### src/rtl/wb_port_arbiter_pkg.sv
// +----------------------------------------------------------------------------+
// | wb_port_arbiter_pkg : shared types/constants for the WB write-port arbiter |
// | Rev 1.0                                                                    |
// +----------------------------------------------------------------------------+
`default_nettype none

package wb_port_arbiter_pkg;

   localparam int AW        = 5;
   localparam int DW        = 32;
   localparam int RET_DEPTH = 2;

   localparam logic [AW-1:0] X0_ADDR = '0;

   typedef struct packed {
      logic [AW-1:0] addr;
      logic [DW-1:0] data;
   } wb_wr_t;

endpackage

`default_nettype wire

### src/rtl/wb_ret_fifo.sv
// +----------------------------------------------------------------------------+
// | wb_ret_fifo : 2-entry load-return buffer with per-entry invalidation       |
// | Rev 1.0                                                                    |
// +----------------------------------------------------------------------------+
`default_nettype none

module wb_ret_fifo
   import wb_port_arbiter_pkg::*;
(
   input  logic          clk,
   input  logic          rst_n,
   input  logic          push_i,
   input  wb_wr_t        push_entry_i,
   input  logic          pop_i,
   input  logic          inval_i,
   input  logic [AW-1:0] inval_addr_i,
   output wb_wr_t        head_o,
   output logic          head_live_o,
   output logic [1:0]    count_o
);

   wb_wr_t               entry_q [RET_DEPTH];
   logic [RET_DEPTH-1:0] live_q, live_d;
   logic                 wr_ptr_q, wr_ptr_d;
   logic                 rd_ptr_q, rd_ptr_d;
   logic [1:0]           count_q, count_d;

   // An invalidated entry keeps its slot so ordering is preserved; it is
   // simply drained later without producing a write.
   always_comb begin
      live_d   = live_q;
      wr_ptr_d = wr_ptr_q;
      rd_ptr_d = rd_ptr_q;
      count_d  = count_q;
      if (inval_i) begin
         for (int i = 0; i < RET_DEPTH; i++) begin
            if (entry_q[i].addr == inval_addr_i) begin
               live_d[i] = 1'b0;
            end
         end
      end
      if (pop_i) begin
         live_d[rd_ptr_q] = 1'b0;
         rd_ptr_d         = ~rd_ptr_q;
      end
      if (push_i) begin
         live_d[wr_ptr_q] = 1'b1;
         wr_ptr_d         = ~wr_ptr_q;
      end
      case ({push_i, pop_i})
         2'b10:   count_d = count_q + 2'd1;
         2'b01:   count_d = count_q - 2'd1;
         default: count_d = count_q;
      endcase
   end

   always_ff @(posedge clk or negedge rst_n) begin
      if (!rst_n) begin
         live_q   <= '0;
         wr_ptr_q <= 1'b0;
         rd_ptr_q <= 1'b0;
         count_q  <= 2'd0;
      end else begin
         live_q   <= live_d;
         wr_ptr_q <= wr_ptr_d;
         rd_ptr_q <= rd_ptr_d;
         count_q  <= count_d;
      end
   end

   always_ff @(posedge clk) begin
      if (push_i) begin
         entry_q[wr_ptr_q] <= push_entry_i;
      end
   end

   assign head_o      = entry_q[rd_ptr_q];
   assign head_live_o = live_q[rd_ptr_q];
   assign count_o     = count_q;

endmodule

`default_nettype wire

### src/rtl/wb_port_arbiter.sv
// +----------------------------------------------------------------------------+
// | wb_port_arbiter : register-file write-port arbiter (pipe > buffer > load)  |
// | Optional busy scoreboard via macro WB_ARB_SCOREBOARD_EN.   Rev 1.0         |
// +----------------------------------------------------------------------------+
`default_nettype none

module wb_port_arbiter
   import wb_port_arbiter_pkg::*;
(
   input  logic          clk,
   input  logic          rst_n,
   input  logic          pipe_wen,
   input  logic [AW-1:0] pipe_addr,
   input  logic [DW-1:0] pipe_data,
   input  logic          ld_valid,
   input  logic [AW-1:0] ld_addr,
   input  logic [DW-1:0] ld_data,
   output logic          ld_ready,
   input  logic          iss_valid,
   input  logic [AW-1:0] iss_addr,
   input  logic [AW-1:0] rs1_addr,
   input  logic [AW-1:0] rs2_addr,
   output logic          rs1_busy,
   output logic          rs2_busy,
   output logic          rf_wen,
   output logic [AW-1:0] rf_waddr,
   output logic [DW-1:0] rf_wdata,
   output logic [1:0]    pend_cnt
);

   logic          ld_acc, head_pop, bypass, push, inval;
   logic          head_live, win_valid, load_wr;
   logic [1:0]    fifo_cnt;
   wb_wr_t        head, win, ld_entry;
   logic          rf_wen_q;
   logic [AW-1:0] rf_waddr_q;
   logic [DW-1:0] rf_wdata_q;

   assign ld_entry = '{addr: ld_addr, data: ld_data};
   assign ld_ready = (fifo_cnt < 2'(RET_DEPTH));
   assign ld_acc   = ld_valid & ld_ready;
   assign head_pop = ~pipe_wen & (fifo_cnt != 2'd0);
   assign bypass   = ~pipe_wen & (fifo_cnt == 2'd0) & ld_acc;
   assign inval    = pipe_wen & (pipe_addr != X0_ADDR);
   // A losing return is dropped rather than buffered when it targets x0 or
   // is superseded by a same-cycle pipe write to the same register.
   assign push     = ld_acc & ~bypass & (ld_addr != X0_ADDR)
                   & ~(pipe_wen & (pipe_addr == ld_addr));

   wb_ret_fifo u_fifo (
      .clk          (clk),
      .rst_n        (rst_n),
      .push_i       (push),
      .push_entry_i (ld_entry),
      .pop_i        (head_pop),
      .inval_i      (inval),
      .inval_addr_i (pipe_addr),
      .head_o       (head),
      .head_live_o  (head_live),
      .count_o      (fifo_cnt)
   );

   always_comb begin
      win_valid = 1'b0;
      win       = '0;
      load_wr   = 1'b0;
      if (pipe_wen) begin
         win_valid = (pipe_addr != X0_ADDR);
         win       = '{addr: pipe_addr, data: pipe_data};
      end else if (head_pop) begin
         win_valid = head_live;
         win       = head;
         load_wr   = head_live;
      end else if (bypass) begin
         win_valid = (ld_addr != X0_ADDR);
         win       = ld_entry;
         load_wr   = (ld_addr != X0_ADDR);
      end
   end

   always_ff @(posedge clk or negedge rst_n) begin
      if (!rst_n) begin
         rf_wen_q   <= 1'b0;
         rf_waddr_q <= '0;
         rf_wdata_q <= '0;
      end else begin
         rf_wen_q <= win_valid;
         if (win_valid) begin
            rf_waddr_q <= win.addr;
            rf_wdata_q <= win.data;
         end
      end
   end

   assign rf_wen   = rf_wen_q;
   assign rf_waddr = rf_waddr_q;
   assign rf_wdata = rf_wdata_q;
   assign pend_cnt = fifo_cnt;

`ifdef WB_ARB_SCOREBOARD_EN
   logic [31:1] busy_q, busy_d;

   // Set is applied after clear so an issue and a retiring load to the same
   // register in one cycle leave it pending.
   always_comb begin
      busy_d = busy_q;
      if (load_wr) begin
         busy_d[win.addr] = 1'b0;
      end
      if (iss_valid && (iss_addr != X0_ADDR)) begin
         busy_d[iss_addr] = 1'b1;
      end
   end

   always_ff @(posedge clk or negedge rst_n) begin
      if (!rst_n) begin
         busy_q <= '0;
      end else begin
         busy_q <= busy_d;
      end
   end

   assign rs1_busy = (rs1_addr != X0_ADDR) &&
                     (busy_q[rs1_addr] || (iss_valid && (iss_addr == rs1_addr)));
   assign rs2_busy = (rs2_addr != X0_ADDR) &&
                     (busy_q[rs2_addr] || (iss_valid && (iss_addr == rs2_addr)));
`else
   logic unused_sb;
   assign unused_sb = ^{iss_valid, iss_addr, rs1_addr, rs2_addr, load_wr};
   assign rs1_busy  = 1'b0;
   assign rs2_busy  = 1'b0;
`endif

endmodule

`default_nettype wire

### config.mk
export PLATFORM = sky130hd
export DESIGN_NAME = wb_port_arbiter
export DESIGN_NICKNAME = d
export VERILOG_FILES = /design/src/rtl/wb_port_arbiter_pkg.sv /design/src/rtl/wb_ret_fifo.sv /design/src/rtl/wb_port_arbiter.sv
export SDC_FILE = /design/constraint.sdc
export NUM_CORES = 1
export LEC_CHECK = 0
export BUFFER_PORTS_ARGS = -buffer_cell sky130_fd_sc_hd__buf_2
export CORE_AREA = 3 3 116 129
export DETAILED_ROUTE_END_ITERATION = 12
export DIE_AREA = 0 0 119 132
export PLACE_DENSITY = 0.58
export SLEW_MARGIN = 20
export SYNTH_ARGS = -nofsm -noshare
export SYNTH_HDL_FRONTEND = slang
export SYNTH_SLANG_ARGS = --single-unit
export TNS_END_PERCENT = 10
### constraint.sdc
create_clock -name clk -period 7.19 [get_ports clk]
set_input_delay 0.719 -clock clk [delete_from_list [all_inputs] [get_ports clk]]
set_output_delay 0.719 -clock clk [all_outputs]
set_load 0.02 [all_outputs]
[After elaboration in Yosys (flattened, before gate mapping)]
Memories as Yosys holds them, arrays and structs flattened.
Index checks and enable logic that the tools add are counted.
Word-level totals
  register bits after elaboration: 44
  bits in writable memories: 74
  bits of input ports: 94
  output and inout bits: 43
  memories kept: 1
Memories
  u_fifo.entry_q: words 2, bits a word 37, rd ports 3, clocked after memory_dff 0, write ports 1, RTL line wb_ret_fifo.sv:22  | wb_wr_t entry_q [RET_DEPTH];
Cells by class
  add/sub/neg operators: 2
  $lt $le $gt $ge: 5
  equal/unequal tests: 5
  multiplexer cells: 20
  bitwise operators: 17
  reduce and logical (&&, ||, !) cells: 7
Operators by type and width (count)
  two-way mux 37 bit: 3
  == test 5 bit: 3
  two-way mux 1 bit: 11
  nonzero test 5 bit: 2
  AND 1 bit: 9
  two-way mux 2 bit: 3
  NOT 1 bit: 5
  < comparator 1 x 2 -> 1 bit, second input constant: 2
  case mux 2 bit (2 select lines): 1
  nonzero test 2 bit: 2
  adder 2 x 1 -> 2 bit, second input constant: 1
  AND 2 bit: 1
  demux 1 bit (select 1 bit): 2
  == test 2 x 1 -> 1 bit, second input constant: 1
  == test 2 bit, second input constant: 1
  greater-or-equal comparator 1 bit, second input constant: 2
  logical AND 1 bit: 2
  logical NOT 2 bit: 1
  < comparator 2 bit, second input constant: 1
  NOT 2 bit: 1
  OR 2 bit: 1
  subtractor 2 x 1 -> 2 bit, second input constant: 1

[Depth between registers and ports, before layout]
  word-level depth: 9
  gate-level depth with buffers: 8
  depth with buffers taken out: 7

[Cells and area by module]
A second synthesis with hierarchy kept.
Unflattened totals
  cell total of the unflattened synthesis: 392
  area total of the unflattened synthesis: 5228.8 sq um
By module, submodules not included
  wb_ret_fifo: instances 1, cells each 152, area an instance 3050.4 sq um
  wb_port_arbiter: instances 1, cells each 240, area an instance 2178.3 sq um

[Worst setup path after synthesis]
OpenSTA, ideal clock, no wires.
  path type: in2reg
  start point: input port pipe_wen
  end point: memory u_fifo.entry_q[0][0] in the netlist's numbering, enable pin
  setup time: 0.431 ns
  data arrival time: 3.012 ns
  required time: 6.759 ns
  setup slack: 3.746 ns
  stages on the path: 4
  cell sequence: clkbuf_1 > o21ai_0 > a311o_1 > nor2_1
On the way
  longest elaborated chain between the ends: 9
  elaborated cells between the ends (all ways): 11
RTL lines
  start, declared: RTL line wb_port_arbiter.sv:12  | input logic pipe_wen,
  NOT 1 bit: RTL line wb_port_arbiter.sv:43  | assign bypass = ~pipe_wen & (fifo_cnt == 2'd0) & ld_acc;
  AND 1 bit (2 in a row): RTL line wb_port_arbiter.sv:43
  NOT 1 bit: RTL line wb_port_arbiter.sv:47  | assign push = ld_acc & ~bypass & (ld_addr != X0_ADDR)
  AND 1 bit (2 in a row): RTL line wb_port_arbiter.sv:47
  AND 1 bit (*): RTL line wb_port_arbiter.sv:48  | & ~(pipe_wen & (pipe_addr == ld_addr));
  two-way mux 1 bit (*): RTL line wb_ret_fifo.sv:72  | if (push_i) begin
  two-way mux 1 bit (implied by the code) (*): RTL line wb_ret_fifo.sv:73  | entry_q[wr_ptr_q] <= push_entry_i;
  end, declared: RTL line wb_ret_fifo.sv:22
Mark *: on every way between the ends. The rest lies on a longest branch, timed or not.

[Worst setup path in the final report]
  start point: input port pipe_wen
  end point: memory u_fifo.entry_q[1][19] in the netlist's numbering, enable pin
The elaborated chain is that of the path after synthesis.

==> summary.md <==
| Metric | Value |
|---|---|
| Status | `finished, final reports clean` |
| Die Span X | `119 um` |
| Global Route met3 Usage | `4.59%` |
| Port Buffer Count | `118` |
| Post-Place Cell Area | `6250 um2` |
| Layout cells sized above 1 | `30.3%` |
| PwrDens | `440 nW/um2` |
| Antenna Nets Post-Route | `0` |
| Top_reg_cell synth | `edfxtp_1` |
| IR drop worst, VDD | `0.205 mV` |
| Worst path cell trace | `buf_2 -> buf_4 -> o21ai_0 -> a311o_1 -> nor2_4 -> buf_12` |
| Final Max Slew Viols | `0` |
| Vias in the first global route | `4049` |
| Crit path DAT | `2.98 ns` |
| Syn. warnings | `0` |
| Total CTS buffers | `17` |
| Tcrit/Tclk final | `39.9%` |
| Final instance area | `6960 um2` |
| Worst Hold Class | `primary input to asynchronous set/reset pin` |
| Worst skew pair latency | `0.42 ns` |
| Largest net degree at the start of global routing | `82` |
| Max transition margin | `38.8%` |
| Endpoint class of the critical path | `flip-flop` |
| Yosys cell types | `29` |
| Non-Filler Instances | `735` |
| Critical path startpoint category | `primary input` |
| Starting Density | `39.6%` |
| DP HPWL | `7930 um` |
| Leading area contributor after synthesis | `edfxtp_1` |
| Met1 Usage GRT | `21.1%` |
| Top post-synthesis cells by area | `edfxtp_1, dfrtp_1, mux2i_1` |
| Final setup viols | `0` |
| CTS Root Cell | `clkbuf_16` |
| CP max-delay cell | `buf_4` |
| Top Usage Layer GRT | `met2` |
| Drt wl/cell | `17.9 um` |
| Nets@finish | `629` |
| CP Max Fanout | `81` |
| Reg area | `3330 um2` |
| Layout area overhead | `27.4%` |
| F_max | `348 MHz` |
| Synth top area share | `40.7%` |
| CTS tree | `yes` |
| Total Routed Length | `13200 um` |
| Clock Skew | `0.0113 ns` |
| Final Hold Vio Count | `0` |
| Setup Crit Path Kind | `primary input to flip-flop` |
| Row cnt | `45` |
| Initial antenna violation count | `0` |
| Core area | `13800 um2` |
| Routability cong. | `0.703` |
| Minimum clock period | `2.87 ns` |
| Met2 Use GR | `29.4%` |
| P_leak | `2.96 nW` |
| Inst Count DP | `703` |
| Detailed Route Iter0 Violations | `213` |
| Register area share after synthesis | `60.8%` |
| Ports | `137` |
| Worst EP required | `7.30 ns` |
| Die extent in y | `132 um` |
| DR pass1 iterations | `4` |
| First-pass GRT wire length | `21400 um` |
| Via-to-Cell Ratio | `5.13` |
| GRT Total Usage | `17.6%` |
| Synth cell count leaders | `mux2i_1, a211oi_1, edfxtp_1` |
| CTS Buffer Depth | `2` |
| DR vias | `3768` |
| Post-Syn Area | `5470 um2` |
| Post_cts resized | `0` |
| # diodes | `0` |
| Post-CTS Setup Bufs | `0` |
| Most common cell in the synthesized netlist | `mux2i_1` |
| Max-cap viol count | `0` |
| RSZ-0062 raised after global routing | `no` |
| # DRC | `0` |
| Layout fillers | `1246` |
| Ys async rst share | `37.3%` |
| Grt total ovfl | `0` |
| Post-layout util | `50.5%` |
| Register bit total from synthesis | `118` |
| Clk pin slew, worst setup/hold paths | `0.05 ns` |
| Worst-margin pin slew | `0.918 ns` |
| Synthesized instance count | `425` |
| Total clock sinks | `118` |
| Max stage delay on crit path | `0.68 ns` |
| Die area | `15700 um2` |
| Multi-input gate area | `1860 um2` |
| Number of synthesized flops with an enable pin | `74` |
| H-Tree Depth | `4` |
| Post-route setup TNS | `0 ns` |
| Synth Area per Inst | `12.9 um2` |
| Hold_buf cts | `0` |
cells by family (layout without fill, tap and decap cells):
family	after synthesis	in the layout	synth area share, %
other cells	1	2	0.0686
compound gates	120	120	14.8
fa+ha+maj	1	1	0.229
xor+xnor	20	20	3.20
mux	75	75	13.7
simple gates	14	14	1.37
buf+inv	76	197	5.81
flops	118	118	60.8
layout make-up:
cell class / count / share of cell area [%]
Clock buffer: 18 / 6.31
Clock inverter: 14 / 3.99
Inverter: 39 / 2.10
Multi-Input combinational cell: 232 / 26.7
Sequential cell: 118 / 47.8
Tap cell: 188 / 3.38
Timing Repair Buffer: 126 / 9.70
where the power goes:
group	total, mW	switching (mW)	internal (mW)
logic	0.970	0.593	0.376
registers	1.06	0.141	0.921
clock network	1.03	0.306	0.726
worst paths after layout:
kind                                    from                     to  slack [ns]  cells past startpoint
max                                 pipe_wen  u_fifo.entry_q[1][19]        4.32                      6
min                                    rst_n           rf_wdata[30]        0.42                      2
max reg2reg                u_fifo.count_o[1]            rf_wdata[1]        4.53                      4
min reg2reg                     rf_wdata[14]           rf_wdata[14]        0.51                      2
max in group asynchronous              rst_n      u_fifo.count_o[0]        6.31                      2
min in group clk                  ld_data[6]   u_fifo.entry_q[1][6]        0.50                      1
layout by cell type (no fill, tap or decap), types with 9 or more instances in the layout:
cell type / netlist / routed
a21oi_1: 37 / 37
buf_2: 2 / 118
dfrtp_1: 44 / 41
mux2i_1: 75 / 75
xor2_1: 9 / 9
clkbuf_16: 0 / 17
xnor2_1: 11 / 11
inv_1: 39 / 39
a211oi_1: 74 / 74
edfxtp_1: 74 / 74
registers in the layout (all words and copies together) (netlist names):
name             flops
u_fifo.count_o       2
rf_waddr             5
u_fifo.rd_ptr_q      1
u_fifo.entry_q      74
u_fifo.wr_ptr_q      1
rf_wdata            32
rf_wen               1
u_fifo.live_q        2
through the flow:
stage / worst slack [ns] / hold slack [ns] / power (mW)
after floorplan: 3.75 / 0.423 / 1.74
after global placement: 3.58 / 0.500 / 2.02
after detailed placement: 3.84 / 0.506 / 2.06
after CTS: 4.27 / 0.429 / 3.10
after global routing: 4.15 / 0.458 / 3.24
final: 4.32 / 0.421 / 3.06
layer usage:
metal  vias to the layer above  wire length (um)  part of all wire [%]
met1                      1827              5700                    43
li1                       1818                 -                     -
met3                        19               617                   4.7
met2                       104              6660                    50
met5                         -                 0                     0
met4                         0               216                   1.6
critical path, delay by kind of cell:
kind / cells / cell delay, ns
buffers and inverters: 3 / 1.02
AOI/OAI and AO/OA: 2 / 0.72
and+or+nand+nor: 1 / 0.48
No activity file was read; power rests on OpenSTA's default activity.
